<file path="src/rtl/alarm_pkg.sv">
// Shared types and constants for the alarm arming controller.
// Latency: n/a (declarations only).
// Backpressure: n/a.
package alarm_pkg;

  typedef enum logic [2:0] {
    DISARMED    = 3'd0,
    EXIT_DELAY  = 3'd1,
    ARMED       = 3'd2,
    ENTRY_DELAY = 3'd3,
    ALARM       = 3'd4
  } state_t;

  localparam int          CODE_W          = 6;
  localparam logic [5:0]  ARM_CODE_DEF    = 6'b011111;
  localparam logic [5:0]  DISARM_CODE_DEF = 6'b000100;

  // Both timers share one width, sized for the longest programmed delay.
  function automatic int timer_w(input int a, input int b, input int c, input int d);
    int m;
    m = a;
    if (b > m) m = b;
    if (c > m) m = c;
    if (d > m) m = d;
    return $clog2(m + 1);
  endfunction

endpackage

</file>
<file path="src/rtl/alarm_down_counter.sv">
// Loadable down counter that saturates at zero; zero flag comes straight off the register.
// Latency: load/decrement take effect at the next clk edge.
// Backpressure: none.
module alarm_down_counter #(
  parameter int W = 8
) (
  input  logic         clk,
  input  logic         rst_n,
  input  logic         load,
  input  logic [W-1:0] load_val,
  input  logic         dec,
  output logic         zero
);

  logic [W-1:0] cnt;

  always_ff @(posedge clk or negedge rst_n) begin
    if (!rst_n) begin
      cnt <= '0;
    end else if (load) begin
      cnt <= load_val;
    end else if (dec && (cnt != '0)) begin
      cnt <= cnt - 1'b1;
    end
  end

  assign zero = (cnt == '0);

endmodule

</file>
<file path="src/rtl/alarm_arm_controller.sv">
// Alarm arming FSM: code arm/disarm, exit/entry delays, latched alarm with timed siren, lockout.
// Latency: an input sampled at a clk edge updates state and all outputs at that same edge.
// Backpressure: none; codes presented while locked are dropped.
module alarm_arm_controller
  import alarm_pkg::*;
#(
  parameter logic [CODE_W-1:0] ARM_CODE    = ARM_CODE_DEF,
  parameter logic [CODE_W-1:0] DISARM_CODE = DISARM_CODE_DEF,
  parameter int                EXIT_CYC    = 16,
  parameter int                ENTRY_CYC   = 8,
  parameter int                SIREN_CYC   = 32,
  parameter int                MAX_FAIL    = 3,
  parameter int                LOCK_CYC    = 64
) (
  input  logic              clk,
  input  logic              rst_n,
  input  logic [CODE_W-1:0] code,
  input  logic              code_vld,
  input  logic              motion1,
  input  logic              motion2,
  input  logic              reed,
  output logic              active,
  output logic              alarm,
  output logic              siren,
  output logic              locked,
  output logic [2:0]        state
);

  localparam int TW = timer_w(EXIT_CYC, ENTRY_CYC, SIREN_CYC, LOCK_CYC);
  localparam int FW = $clog2(MAX_FAIL + 1);

  state_t          st_q;
  state_t          nxt;
  logic [FW-1:0]   fail_cnt;
  logic            good;
  logic            bad;
  logic            lock_now;
  logic            motion_pair;
  logic            st_load;
  logic            st_dec;
  logic [TW-1:0]   st_load_val;
  logic            st_zero;
  logic            lk_zero;

  always_comb begin
    good        = code_vld && !locked &&
                  (code == ((st_q == DISARMED) ? ARM_CODE : DISARM_CODE));
    bad         = code_vld && !locked && !good;
    lock_now    = bad && (fail_cnt == FW'(MAX_FAIL - 1));
    motion_pair = motion1 && motion2;
  end

  always_comb begin
    nxt = st_q;
    case (st_q)
      DISARMED:    if (good) nxt = EXIT_DELAY;
      EXIT_DELAY:  if (good) nxt = DISARMED;
                   else if (st_zero) nxt = ARMED;
      ARMED:       if (good) nxt = DISARMED;
                   else if (lock_now || motion_pair) nxt = ALARM;
                   else if (reed) nxt = ENTRY_DELAY;
      ENTRY_DELAY: if (good) nxt = DISARMED;
                   else if (lock_now || motion_pair || st_zero) nxt = ALARM;
      ALARM:       if (good) nxt = DISARMED;
      default:     nxt = DISARMED;
    endcase
  end

  // The state timer reloads on entry to any timed state and counts down while the state holds.
  always_comb begin
    st_load_val = '0;
    case (nxt)
      EXIT_DELAY:  st_load_val = TW'(EXIT_CYC - 1);
      ENTRY_DELAY: st_load_val = TW'(ENTRY_CYC - 1);
      ALARM:       st_load_val = TW'(SIREN_CYC - 1);
      default:     st_load_val = '0;
    endcase
    st_load = (nxt != st_q) &&
              ((nxt == EXIT_DELAY) || (nxt == ENTRY_DELAY) || (nxt == ALARM));
    st_dec  = (nxt == st_q);
  end

  alarm_down_counter #(.W(TW)) u_state_timer (
    .clk      (clk),
    .rst_n    (rst_n),
    .load     (st_load),
    .load_val (st_load_val),
    .dec      (st_dec),
    .zero     (st_zero)
  );

  alarm_down_counter #(.W(TW)) u_lock_timer (
    .clk      (clk),
    .rst_n    (rst_n),
    .load     (lock_now),
    .load_val (TW'(LOCK_CYC - 1)),
    .dec      (locked),
    .zero     (lk_zero)
  );

  always_ff @(posedge clk or negedge rst_n) begin
    if (!rst_n) begin
      st_q     <= DISARMED;
      active   <= 1'b0;
      alarm    <= 1'b0;
      siren    <= 1'b0;
      locked   <= 1'b0;
      fail_cnt <= '0;
    end else begin
      st_q   <= nxt;
      active <= (nxt != DISARMED);
      alarm  <= (nxt == ALARM);

      // Siren starts on ALARM entry and stops once the siren timer has run out.
      if (nxt != ALARM)        siren <= 1'b0;
      else if (st_q != ALARM)  siren <= 1'b1;
      else if (st_zero)        siren <= 1'b0;

      if (good)                fail_cnt <= '0;
      else if (lock_now)       fail_cnt <= '0;
      else if (bad)            fail_cnt <= fail_cnt + 1'b1;

      if (lock_now)            locked <= 1'b1;
      else if (lk_zero)        locked <= 1'b0;
    end
  end

  assign state = st_q;

endmodule
</file>
<file path="config.mk">
export PLATFORM = sky130hd
export DESIGN_NAME = alarm_arm_controller
export DESIGN_NICKNAME = d
export VERILOG_FILES = /design/src/rtl/alarm_pkg.sv /design/src/rtl/alarm_down_counter.sv /design/src/rtl/alarm_arm_controller.sv
export SDC_FILE = /design/constraint.sdc
export NUM_CORES = 1
export LEC_CHECK = 0
export ABC_AREA = 1
export CAP_MARGIN = 30
export CORE_ASPECT_RATIO = 2
export CORE_MARGIN = 3
export CORE_UTILIZATION = 45
export DETAILED_ROUTE_END_ITERATION = 10
export HOLD_SLACK_MARGIN = 0.12
export PLACE_DENSITY_LB_ADDON = 0.15
export SYNTH_ARGS = -nofsm -noshare
export SYNTH_HDL_FRONTEND = slang
export SYNTH_SLANG_ARGS = --single-unit
</file>
<file path="constraint.sdc">
create_clock -name clk -period 2.6 [get_ports clk]
set_clock_uncertainty 0.1 [all_clocks]
set_input_delay 0.26 -clock clk [delete_from_list [all_inputs] [get_ports clk]]
set_output_delay 0.26 -clock clk [all_outputs]
set_load 0.03 [all_outputs]
</file>
==> metrics <==
grt ovf 0; clock sinks 23; yosys warns 0; WL final 2955 um; top post-synthesis cells by count nand2_1 (53), inv_1 (28), dfrtp_1 (23); Rel. slew slack 75.96%; Filler cells 297; adder-cell share of the synthesized area 3.469%; Clock Latency Late Sink 0.27 ns; Resize count post-CTS 0; drc violations 0; Setup crit end kind flop; post-synthesis xor/xnor area fraction 3.036%; Root Buffer clkbuf_8; Fin. Hold Viols 0; cts bufs inserted 3; clock slew at reported path FFs 0.09 ns; leak pwr 0.9268 nW; CTS tree yes; Hold Crit Class in -> async; gpl congestion 0.8589; reg-to-reg slack, setup 0.30 ns; Die Span Y 86.07 um; Worst Setup Start Kind flop; Gate Count Post-Synth 190; Pwr per Cell Area 356.9 mW/mm2; CP required 2.65 ns; layout cells sized above 1 13.55%; vias per cell 5.254; count leader, synth nand2_1; Boundary Pins 19; DR pass1 iterations 4; Synth Register Bits 23; Initial DRC Count 27; Cell Rows 28; Seq/Total Area, Yosys 39.90%; compound-gate portion of the synthesized area 7.285%; reg2reg start state[1]; Synthesized Nets 206; Fin Setup TNS 0 ns; top cell type by total area after synthesis dfrtp_1; status completed; RSZ-0062 raised after global routing no; post-synth cell types 29; post-layout min period 2.302 ns; Yosys top cell area share 39.90%; Post-synth EDFFs 0; DIE AREA 0.003962 mm2; number of diodes 0; Max clock buf depth 2; capturing point of the worst reg2reg path u_state_timer.cnt[2]; Die X 46.04 um; largest family of logic cells by synthesized area simple AND/OR/NAND/NOR gates; PortBufs 18; Starting Density 47.88%; slew at the pin closest to its max-slew limit 0.3573 ns; post-CTS setup buffers 0; Setup CP Type reg -> reg; proportion of synthesized area in mux cells 0%; Peak Freq 434.5 MHz; hold slack final 0.2449 ns; Setup Viol. Count Final 0; CP arrival 2.35 ns; initial antenna violation count 0; Synth Area in Simple Gates 36.60%; WL/cell 12.11 um; post-synthesis async set-or-reset flop share 100.0%; first-pass GRT wire length 5126 um; worst-path fanout max 9; Slew Limit Fails 0; Worst R2R Path Depth 18; peak supply drop 0.0003341 V; Synth area leaders dfrtp_1 (40%), nand2_1 (14%), inv_1 (7.3%); largest net degree at the start of global routing 24; syn_area_per_cell 7.593 um2; crit share post-route 88.52%; Main synth FF type dfrtp_1; GRT Total Usage 16.92%; Core ar. 0.003013 mm2; Routed Antenna Nets 0; # nets final 231; H-tree depth 1; cts hold-fix bufs 0; hpwl dp 2376 um; Area Growth Syn to Fin 19.25%; Vias 1,282; max-cap violation count 0; vias in the first global route 1,306; Mapped Area 0.001443 mm2
[layer usage]
layer,routed length [um],global-route usage [%]
met5,0,0
met4,102,9.326
met3,109,2.941
met2,1600,29.27
met1,1143,18.05
[how the worst max path moves through the flow]
stage             start                   end  slack [ns]  cells after the start
2_1_floorplan  state[2]  u_state_timer.cnt[2]        0.41                     19
3_3_place_gp    code[2]  u_state_timer.cnt[3]        0.16                     18
3_5_place_dp    code[2]  u_state_timer.cnt[2]        0.07                     18
4_1_cts        state[1]  u_state_timer.cnt[2]        0.28                     18
5_1_grt        state[1]  u_state_timer.cnt[2]       0.008                     18
6_report       state[1]  u_state_timer.cnt[2]        0.30                     18
[area by class of cell]
cell class	instances	area, um2	share of cell area [%]
Clock inverter	1	7.507	0.4364
Multi-Input combinational cell	133	726.9	42.25
Clock buffer	3	41.29	2.400
Inverter	33	128.9	7.491
Sequential cell	23	575.6	33.45
Timing Repair Buffer	21	202.7	11.78
Tap cell	30	37.54	2.182
[cells in the final DEF (no fill, tap or decap)]
| cell type | instances |
|---|---|
| nand2_1 | 53 |
| inv_1 | 28 |
| dfrtp_1 | 23 |
| clkdlybuf4s50_1 | 18 |
| nand3_1 | 15 |
| nor2_1 | 10 |
| nor3_1 | 8 |
| nand2_2 | 7 |
| o21ai_0 | 6 |
| ha_1 | 4 |
| nand2_4 | 3 |
| o211ai_1 | 3 |
| a21oi_1 | 3 |
| xor2_1 | 3 |
| clkbuf_8 | 3 |
| buf_4 | 3 |
| inv_2 | 2 |
| clkinv_2 | 2 |
| nand3_2 | 2 |
| nand3_4 | 2 |
| nand4_1 | 2 |
| o21ai_1 | 2 |
| a31oi_1 | 2 |
| xnor2_1 | 2 |
| nor2_2 | 1 |
| o21ai_2 | 1 |
| nor4_1 | 1 |
| nor2_4 | 1 |
| inv_4 | 1 |
| nand3b_1 | 1 |
| o22ai_1 | 1 |
| clkinvlp_4 | 1 |
[stage by stage]
step	cell area, um2	utilization, %	worst slack, ns	std cells	total power [mW]
floorplan	1443	-	0.4082	190	0.3709
global placement	1672	55.48	0.1557	240	0.3962
detailed placement	1672	55.48	0.07063	240	0.3978
CTS	1720	57.10	0.2821	244	0.6253
global route	1720	57.10	0.007572	244	0.6369
finish	1720	57.10	0.2984	244	0.6140
[power by group]
group	internal, mW	leakage (nW)	switching, mW	total (mW)
logic	0.0177	0.614	0.0149	0.0326
clock network	0.108	0.0217	0.116	0.224
registers	0.357	0.291	0	0.357
[state kept, by name (all words and copies together) (netlist names)]
register,flops
state,3
alarm,1
fail_cnt,2
u_state_timer.cnt,7
u_lock_timer.cnt,7
locked,1
siren,1
active,1
[logic make-up (layout without fill, tap and decap cells)]
logic type	count (synthesis)	after routing
xor+xnor	5	5
flops	23	23
compound gates	18	18
buf+inv	34	58
simple gates	106	106
fa+ha+maj	4	4
[worst max-delay path: stages, from the launching register on]
cell	delay [ns]
dfrtp_1	0.45
inv_2	0.14
nand3_2	0.12
nand2_2	0.10
nand3_4	0.09
nand3_4	0.12
nand3_1	0.10
nand2_1	0.10
nand2_1	0.05
nand2_1	0.07
nand2_2	0.08
nand2_1	0.08
nand2_2	0.06
nor2_4	0.10
nand3_2	0.15
clkinv_2	0.12
nand2_1	0.05
nand2_1	0.05
nand3_1	0.06
(Power assumes the default switching activity.)
